--- src/rtl/pipe_stage_skid_if.sv ---
// Handshake bundle between a pipeline stage register and its neighbours.
// The master drives the upstream offer, downstream ready and flush; the slave is the stage itself.
interface pipe_stage_skid_if #(
  parameter int DATA_W = 128,
  parameter int CNT_W  = 16
);
  logic              in_valid;
  logic              in_ready;
  logic [DATA_W-1:0] in_data;
  logic              out_valid;
  logic              out_ready;
  logic [DATA_W-1:0] out_data;
  logic              flush;
  logic [1:0]        occupancy;
  logic [CNT_W-1:0]  stall_cycles;

  modport master (
    output in_valid, in_data, out_ready, flush,
    input  in_ready, out_valid, out_data, occupancy, stall_cycles
  );

  modport slave (
    input  in_valid, in_data, out_ready, flush,
    output in_ready, out_valid, out_data, occupancy, stall_cycles
  );
endinterface

--- src/rtl/pipe_stage_skid.sv ---
// Elastic pipeline stage register: main entry plus one skid entry, synchronous flush to a
// zero bubble, and a saturating stall-cycle counter for performance debug.
module pipe_stage_skid #(
  parameter int DATA_W = 128,
  parameter int CNT_W  = 16
) (
  input  logic              clk,
  input  logic              reset,
  pipe_stage_skid_if.slave  bus
);

  // Initialisers match the reset state so simulation without a reset pulse starts clean.
  logic              main_valid_q = 1'b0;
  logic              skid_valid_q = 1'b0;
  logic [DATA_W-1:0] main_data_q  = '0;
  logic [DATA_W-1:0] skid_data_q  = '0;
  logic [CNT_W-1:0]  stall_q      = '0;

  logic              main_valid_d;
  logic              skid_valid_d;
  logic [DATA_W-1:0] main_data_d;
  logic [DATA_W-1:0] skid_data_d;
  logic [CNT_W-1:0]  stall_d;

  logic in_fire;
  logic out_fire;
  logic stalled;

  // in_ready comes straight from the skid register, so out_ready never reaches it combinationally.
  assign in_fire  = bus.in_valid & ~skid_valid_q;
  assign out_fire = main_valid_q & bus.out_ready;
  assign stalled  = main_valid_q & ~bus.out_ready;

  always_comb begin
    main_valid_d = main_valid_q;
    skid_valid_d = skid_valid_q;
    main_data_d  = main_data_q;
    skid_data_d  = skid_data_q;

    if (bus.flush) begin
      main_valid_d = 1'b0;
      skid_valid_d = 1'b0;
      main_data_d  = '0;
      skid_data_d  = '0;
    end else if (skid_valid_q) begin
      if (out_fire) begin
        main_valid_d = 1'b1;
        main_data_d  = skid_data_q;
        skid_valid_d = 1'b0;
        skid_data_d  = '0;
      end
    end else if (in_fire) begin
      if (!main_valid_q || out_fire) begin
        main_valid_d = 1'b1;
        main_data_d  = bus.in_data;
      end else begin
        skid_valid_d = 1'b1;
        skid_data_d  = bus.in_data;
      end
    end else if (out_fire) begin
      main_valid_d = 1'b0;
      main_data_d  = '0;
    end
  end

  // Counter saturates at all-ones; flush does not touch it.
  always_comb begin
    stall_d = stall_q;
    if (stalled && (stall_q != {CNT_W{1'b1}})) begin
      stall_d = stall_q + {{(CNT_W-1){1'b0}}, 1'b1};
    end
  end

  always_ff @(posedge clk) begin
    if (reset) begin
      main_valid_q <= 1'b0;
      skid_valid_q <= 1'b0;
      main_data_q  <= '0;
      skid_data_q  <= '0;
      stall_q      <= '0;
    end else begin
      main_valid_q <= main_valid_d;
      skid_valid_q <= skid_valid_d;
      main_data_q  <= main_data_d;
      skid_data_q  <= skid_data_d;
      stall_q      <= stall_d;
    end
  end

  // main_data_q is zeroed whenever main_valid_q drops, so out_data needs no gating.
  assign bus.in_ready     = ~skid_valid_q;
  assign bus.out_valid    = main_valid_q;
  assign bus.out_data     = main_data_q;
  assign bus.occupancy    = {1'b0, main_valid_q} + {1'b0, skid_valid_q};
  assign bus.stall_cycles = stall_q;

endmodule

--- src/flat_wrapper.sv ---
// flat-port wrapper written by rule: the top's interface ports become plain ports
module pipe_stage_skid_flat 
#(
  parameter int DATA_W = 128,
  parameter int CNT_W  = 16
)
  (clk, reset, bus_in_valid, bus_in_data, bus_out_ready, bus_flush, bus_in_ready, bus_out_valid, bus_out_data, bus_occupancy, bus_stall_cycles);
  pipe_stage_skid_if #(.DATA_W(DATA_W), .CNT_W(CNT_W)) bus_i ();
  input  logic clk;
  input  logic reset;
  input wire logic [$bits(bus_i.in_valid)-1:0] bus_in_valid;
  input wire logic [$bits(bus_i.in_data)-1:0] bus_in_data;
  input wire logic [$bits(bus_i.out_ready)-1:0] bus_out_ready;
  input wire logic [$bits(bus_i.flush)-1:0] bus_flush;
  output wire logic [$bits(bus_i.in_ready)-1:0] bus_in_ready;
  output wire logic [$bits(bus_i.out_valid)-1:0] bus_out_valid;
  output wire logic [$bits(bus_i.out_data)-1:0] bus_out_data;
  output wire logic [$bits(bus_i.occupancy)-1:0] bus_occupancy;
  output wire logic [$bits(bus_i.stall_cycles)-1:0] bus_stall_cycles;
  assign bus_i.in_valid = bus_in_valid;
  assign bus_i.in_data = bus_in_data;
  assign bus_i.out_ready = bus_out_ready;
  assign bus_i.flush = bus_flush;
  assign bus_in_ready = bus_i.in_ready;
  assign bus_out_valid = bus_i.out_valid;
  assign bus_out_data = bus_i.out_data;
  assign bus_occupancy = bus_i.occupancy;
  assign bus_stall_cycles = bus_i.stall_cycles;
  pipe_stage_skid #(.DATA_W(DATA_W), .CNT_W(CNT_W)) u_core (.clk(clk), .reset(reset), .bus(bus_i));
endmodule
--- config.mk ---
export PLATFORM = sky130hd
export DESIGN_NAME = pipe_stage_skid_flat
export DESIGN_NICKNAME = d
export VERILOG_FILES = /design/src/rtl/pipe_stage_skid_if.sv /design/src/rtl/pipe_stage_skid.sv /design/src/flat_wrapper.sv
export SDC_FILE = /design/constraint.sdc
export NUM_CORES = 1
export LEC_CHECK = 0
export CAP_MARGIN = 20
export CORE_MARGIN = 2
export CORE_UTILIZATION = 45
export CTS_CLUSTER_SIZE = 24
export DETAILED_ROUTE_END_ITERATION = 8
export PLACE_DENSITY_LB_ADDON = 0.2
export SLEW_MARGIN = 20
export SYNTH_ARGS = -nofsm -noshare
export SYNTH_HDL_FRONTEND = slang
export SYNTH_SLANG_ARGS = --single-unit
--- constraint.sdc ---
create_clock -name clk -period 1.5 [get_ports clk]
set_clock_uncertainty 0.05 [all_clocks]
set_input_delay 0.15 -clock clk [delete_from_list [all_inputs] [get_ports clk]]
set_output_delay 0.15 -clock clk [all_outputs]
set_load 0.01 [all_outputs]
==> flow_summary.json, run 1 <==
{
  "synth_edf_count": 0,
  "nFillCells": 1732,
  "grt_pass1_wl_um": 55330,
  "synth_mux_area_frac": 0,
  "p_leak_nw": 7.305,
  "multi_input_area_um2": 6706,
  "path_clk_slew_ns": 0.06,
  "synth_top_area_cell": "dfxtp_1",
  "cp_cell_sequence": "buf_6, nand2b_4, o21ai_4, buf_12, buf_8, buf_8, nor2_1, a211oi_1",
  "critPathBufInv": 4,
  "synth_top_area_frac": 0.4764,
  "gp_congestion": 0.9077,
  "r2r-end": "u_core.bus.out_data[55]",
  "min_to": "u_core.skid_data_q[127]",
  "ctsRootBufferMaster": "clkbuf_16",
  "yosys.area_share.adder": 0.002173,
  "grt_usage": 0.2497,
  "finalWorstSetupSlack_ns": -0.1794,
  "yosysUniqueCellTypes": 42,
  "wl_um": 40790,
  "vias": 12150,
  "total_power_mw": 17.42,
  "drt_iter0_drc": 1047,
  "num_rows": 58,
  "ff_latch_area_um2": 5520,
  "drtAntennaViolNets": 0,
  "synth-warning-count": 0,
  "hpwlAfterDp_um": 20670,
  "clk_path_buf_depth": 3,
  "synth-simple-area-share": 0.2256,
  "flow.area_growth_from_synthesis_pct": 63.82,
  "status": "finished, violations left",
  "critPathMaxFanout": 7,
  "drc": 0,
  "hold_path_depth": 3,
  "synth_area_um2": 11510,
  "p_per_area_nw_per_um2": 923.4,
  "violations": "setup timing",
  "final_hold_viol_count": 0,
  "initial_core_util": 0.4573,
  "critPathKind": "reg -> reg",
  "reg2reg_from": "u_core.skid_valid_q",
  "start_kind": "flip-flop",
  "clk_latency_ns": 0.54,
  "avgRoutedWirePerCell_um": 19.34,
  "avgSynthCellArea_um2": 8.248,
  "nets": 1891,
  "worstPathRequired_ns": 1.89,
  "seq_area_frac_synth": 0.4764,
  "grt_setup_unrepaired": "true",
  "drv_slew": 0,
  "dieArea_um2": 26880,
  "chipHeight_um": 164.0,
  "numCtsBuffers": 28,
  "min_from": "bus_in_data[127]",
  "grt_pass1_vias": 10930,
  "worst_pin_slew_ns": 0.5253,
  "synth_cells": 1396,
  "ir_drop_uv": 830.7,
  "vias_per_cell": 5.761,
  "crit_family": "buffers and inverters",
  "grt_max_degree": 103,
  "coreArea_um2": 25180,
  "synth_area_leaders": "dfxtp_1 48%, nand2_1 8.4%, a211oi_1 8.3%",
  "drive_above_1_share": 0.2987,
  "cp_data_arrival_time_ns": 2.07,
  "worstRegToRegCells": 8,
  "ys_seq_elements": 274,
  "crit_path_end_kind": "flip-flop",
  "grt_antenna_before_repair": 1,
  "final_area_um2": 18860,
  "synth-xor-area-share": 0.0007606,
  "fmax_mhz": 595.4,
  "dr.pass1.iters": 6,
  "slowest_delay_ns": 0.35,
  "synth_top_family_by_area": "compound AO/OA/AOI/OAI gates",
  "htreeDepth": 1,
  "cap_violations": 0,
  "post-route-period-util": 1.120,
  "synth-compound-area-share": 0.2412,
  "grt_overflow_total": 0,
  "relSlewSlack": 0.6498,
  "num_io_pins": 281,
  "place_area_um2": 15330,
  "preCtsSetupSlack_ns": -0.5232,
  "r2r_slack_ns": -0.18,
  "period_minus_slack_ns": 1.679,
  "synth-async-reset-ratio": 0,
  "cp_slowest_cell": "dfxtp_4",
  "syn_nets": 1531,
  "clkSinkCount": 274,
  "worst_path_most_repeated_cell": "buf_8",
  "die_w_um": 164.0,
  "portBuffers": 280,
  "worst_hold_path_type": "in -> reg",
  "cts_tree": "done",
  "yosys_most_used_dff": "dfxtp_1",
  "setup_viol": 262
}
-- cell type report --
| cell class | count | area share |
|---|---|---|
| clock buffers | 48 | 0.04597 |
| flip-flops and latches | 274 | 0.2927 |
| well taps | 330 | 0.02189 |
| multi-input cells | 985 | 0.3555 |
| diodes | 1 | 0.0001327 |
| repair buffers | 464 | 0.2808 |
| inverters | 3 | 0.0005970 |
| clock inverters | 4 | 0.002388 |
-- cell families after synthesis --
kind of cell,Yosys count
buffers and inverters,137
DFF,274
AOI/OAI and AO/OA,420
xor gates and xnor gates,1
adders and majority gates,2
and+or+nand+nor,562
-- metal layers --
layer	vias to the layer above	global-route usage	share of wire
met5	-	0	0
li1	5611	-	-
met2	568	0.4135	0.48
met1	5873	0.3360	0.41
met4	0	0.07895	0.032
met3	98	0.03737	0.074
-- Yosys cell counts (all sizes together), types with 60 or more instances --
cell and instances:
dfxtp 274, nand2 258, a21oi 146, nor2 131, a211oi 127, nor2b 127, a22oi 126, clkbuf 74
buf 60
-- worst max-delay path by stage --
stage	depth (start not counted)	to	from	slack [ns]
finish	8	u_core.bus.out_data[55]	u_core.skid_valid_q	-0.18
global route	5	u_core.bus.stall_cycles[5]	u_core.bus.stall_cycles[2]	-0.26
floorplan	6	u_core.bus.stall_cycles[1]	u_core.bus.stall_cycles[11]	-0.1
global placement	5	u_core.bus.stall_cycles[15]	bus_out_ready	-0.49
detailed placement	5	u_core.bus.stall_cycles[15]	bus_out_ready	-0.52
CTS	8	u_core.bus.out_data[85]	u_core.skid_valid_q	-0.19
-- per-stage QoR --
step	TNS, ns	hold WS, ns	util	std cells
finish	-25.53	0.2226	0.7491	2109
global placement	-98.85	0.3853	0.6089	1970
CTS	-18.66	0.2167	0.6832	2074
detailed placement	-113.86	0.3930	0.6089	1970
floorplan	-0.8555	0.2658	-	1396
global route	-38.75	0.2385	0.7491	2109
-- state kept, by name, indices dropped and copies added (netlist names) --
signal	count
u_core.bus.out_valid	1
u_core.skid_data_q	128
u_core.bus.out_data	128
u_core.bus.stall_cycles	16
u_core.skid_valid_q	1
-- repair_timing --
item	CTS	global route
setup endpoints to repair	298	286
pin swaps	75	131
endpoints found under the hold margin	1	0
hold buffers	1	0
buffers inserted	43	10
gates resized for setup	317	272
gates cloned	12	25
-- power by group --
group / internal [mW] / leakage (nW) / switching (mW)
logic: 1.49 / 4.63 / 1.38
registers: 7.45 / 2.23 / 0.127
clock network: 4.07 / 0.448 / 2.91
total: 13.0 / 7.31 / 4.41
-- worst min-delay path, cell delays in order --
cell	delay (ns)
clkdlybuf4s50_1	0.45
nand3_1	0.10
a21oi_1	0.05
-- layout by cell type, fill, tap and decap left out, drive strengths merged, types with 2 or more instances in the layout --
cell           count
buf              165
nand4              5
clkbuf            71
a22oi            126
dlygate4sd2      134
nand4b             2
a21oi            146
a211oi           127
inv                3
o31ai              9
or4                9
o21ai              9
or3                4
clkdlybuf4s15      8
nand3              9
clkinv             3
nand2            258
ha                 2
nand2b             2
nor2             131
nor3b              2
nor4               2
bufbuf             2
dfxtp            274
nor2b            127
clkdlybuf4s50    131
and3               4
Power figures use the tool's default switching activity.
==> inputs of run 2 (changes only) <==
--- a/config.mk
+++ b/config.mk
@@ -6,11 +6,12 @@
 export NUM_CORES = 1
 export LEC_CHECK = 0
 export CAP_MARGIN = 20
-export CORE_MARGIN = 2
+export CORE_MARGIN = 4
 export CORE_UTILIZATION = 45
 export CTS_CLUSTER_SIZE = 24
 export DETAILED_ROUTE_END_ITERATION = 8
 export PLACE_DENSITY_LB_ADDON = 0.2
+export REMOVE_ABC_BUFFERS = 1
 export SLEW_MARGIN = 20
 export SYNTH_ARGS = -nofsm -noshare
 export SYNTH_HDL_FRONTEND = slang
==> run 2 against run 1 <==
Critical endpoint is now u_core.skid_data_q[46]. Largest cell class unchanged. Core utilization grew 3.0 points. Global-route usage shrank 1.5 points. Via count grew 3.4%. The run still ends with setup timing left. Final area grew 4.0%. Maximum frequency grew 0.73%. Highest routed layer is now met5. Sequential power is essentially flat. Clock power grew 7.9%. Critical path depth is the same.
==> flow_summary.json, run 2 (synthesis results as in run 1) <==
{
  "worst_pin_slew_ns": 0.8368,
  "worst_path_most_repeated_cell": "clkbuf_16",
  "die_w_um": 168.0,
  "worst_hold_path_type": "in -> reg",
  "slowest_delay_ns": 0.37,
  "grt_antenna_before_repair": 1,
  "ctsRootBufferMaster": "clkbuf_16",
  "cts_tree": "done",
  "ctsHoldBuffers": 0,
  "gp_congestion": 0.8053,
  "wl_um": 45030,
  "portBuffers": 280,
  "vias_per_cell": 5.912,
  "finalWorstSetupSlack_ns": -0.1672,
  "status": "finished, violations left",
  "antennaDiodeCount": 0,
  "grt_pass1_wl_um": 56390,
  "critPathKind": "reg -> reg",
  "hpwlAfterDp_um": 21930,
  "chipHeight_um": 168.0,
  "cap_violations": 0,
  "dr.pass1.iters": 6,
  "flow.area_growth_from_synthesis_pct": 70.40,
  "initial_core_util": 0.4573,
  "coreArea_um2": 25180,
  "vias": 12570,
  "drc": 0,
  "worstPathRequired_ns": 1.93,
  "clk_latency_ns": 0.54,
  "clk_path_buf_depth": 3,
  "drtAntennaViolNets": 0,
  "drv_slew": 0,
  "post-route-period-util": 1.111,
  "grt_setup_unrepaired": "true",
  "layout.cells.non_filler": 2126,
  "htreeDepth": 1,
  "num_io_pins": 281,
  "drive_above_1_share": 0.3491,
  "whs_ns": 0.1355,
  "start_kind": "flip-flop",
  "num_rows": 58,
  "relSlewSlack": 0.4422,
  "final_hold_viol_count": 0,
  "grt_pass1_vias": 10990,
  "final_cell_mix": "257 x dfxtp_1, 159 x nand2_1, 131 x clkdlybuf4s50_1, 129 x dlygate4sd2_1, 125 x a22oi_1",
  "p_leak_nw": 7.561,
  "numCtsBuffers": 29,
  "clkSinkCount": 274,
  "place_area_um2": 15420,
  "setup_viol": 209,
  "final_area_um2": 19620,
  "avgRoutedWirePerCell_um": 21.18,
  "path_clk_slew_ns": 0.06,
  "grt_max_degree": 133,
  "total_power_mw": 18.01,
  "grt_overflow_total": 0,
  "cp_data_arrival_time_ns": 2.09,
  "grt_usage": 0.2349,
  "p_per_area_nw_per_um2": 917.7,
  "period_minus_slack_ns": 1.667,
  "critPathMaxFanout": 7,
  "place_inst": 1985,
  "dieArea_um2": 28210,
  "cp_cell_sequence": "buf_6, nor3b_4, buf_4, o21ai_4, clkbuf_16, clkbuf_16, nand2_4, a21oi_2",
  "cp_slowest_cell": "dfxtp_4",
  "ir_drop_uv": 1049,
  "preCtsSetupSlack_ns": -0.4543,
  "violations": "setup timing",
  "layout_commonest_cell": "dfxtp_1",
  "drt_iter0_drc": 1269,
  "crit_path_end_kind": "flip-flop",
  "fmax_mhz": 599.8,
  "nets": 1909
}
## run 2: cell types whose count changed in the layout (fill, tap and decap cells not counted), sizes merged
cell           delta
clkinvlp          +1
dlygate4sd3       -1
clkbuf            +7
diode             -1
bufbuf            -2
dlygate4sd2       -5
inv               +2
bufinv            +2
clkdlybuf4s15     +4
buf               +7
clkinv            +3
## run 2: where the power goes
part | internal [mW] | switching, mW | leakage (nW)
logic | 1.48 | 1.41 | 4.83
clock network | 4.50 | 3.03 | 0.501
registers | 7.45 | 0.135 | 2.23
## run 2: timing repair
action | in CTS | in global routing
gates resized for setup | 246 | 455
setup buffers | 17 | 23
cloned | 9 | 43
pin swaps | 51 | 245
endpoints found under the setup margin | 397 | 282
## run 2: path summary, 6_finish.rpt
check                                       startpoint                      to  slack [ns]  depth (start not counted)
worst max-delay path               u_core.skid_valid_q  u_core.skid_data_q[46]       -0.17                          8
worst min register to register  u_core.skid_data_q[60]  u_core.skid_data_q[60]        0.40                          2
worst max register to register     u_core.skid_valid_q  u_core.skid_data_q[46]       -0.17                          8
worst min-delay path                      bus_in_valid     u_core.skid_valid_q        0.14                          4
## run 2: per-layer routing
layer	vias up	part of all wire	global-route usage
met4	2	0.037	0.05893
met5	-	0.00029	0
li1	5662	-	-
met1	6119	0.39	0.3136
met2	642	0.49	0.3964
met3	143	0.078	0.04156
## run 2: layout make-up
class	instances	area, um^2
tap	330	412.9
clock buffer	41	860.8
multi-input combinational	985	7084
clock inverter	12	145.1
inverter	3	11.26
fill	1559	5560
timing repair buffer	481	5590
sequential	274	5517
## run 2: metrics by stage
stage / TNS (ns) / util
6_report: -16.05 / 0.7792
5_1_grt: -29.15 / 0.7792
4_1_cts: -5.619 / 0.6723
3_5_place_dp: -102.59 / 0.6125
3_3_place_gp: -92.89 / 0.6125
2_1_floorplan: -2184.85 / -
## run 2: worst max-delay path, delay by kind of cell, from the launching register on
| kind | cells | cell delay, ns |
|---|---|---|
| buffers and inverters | 4 | 0.68 |
| AOI/OAI and AO/OA | 2 | 0.40 |
| DFF | 1 | 0.37 |
| and+or+nand+nor | 2 | 0.09 |
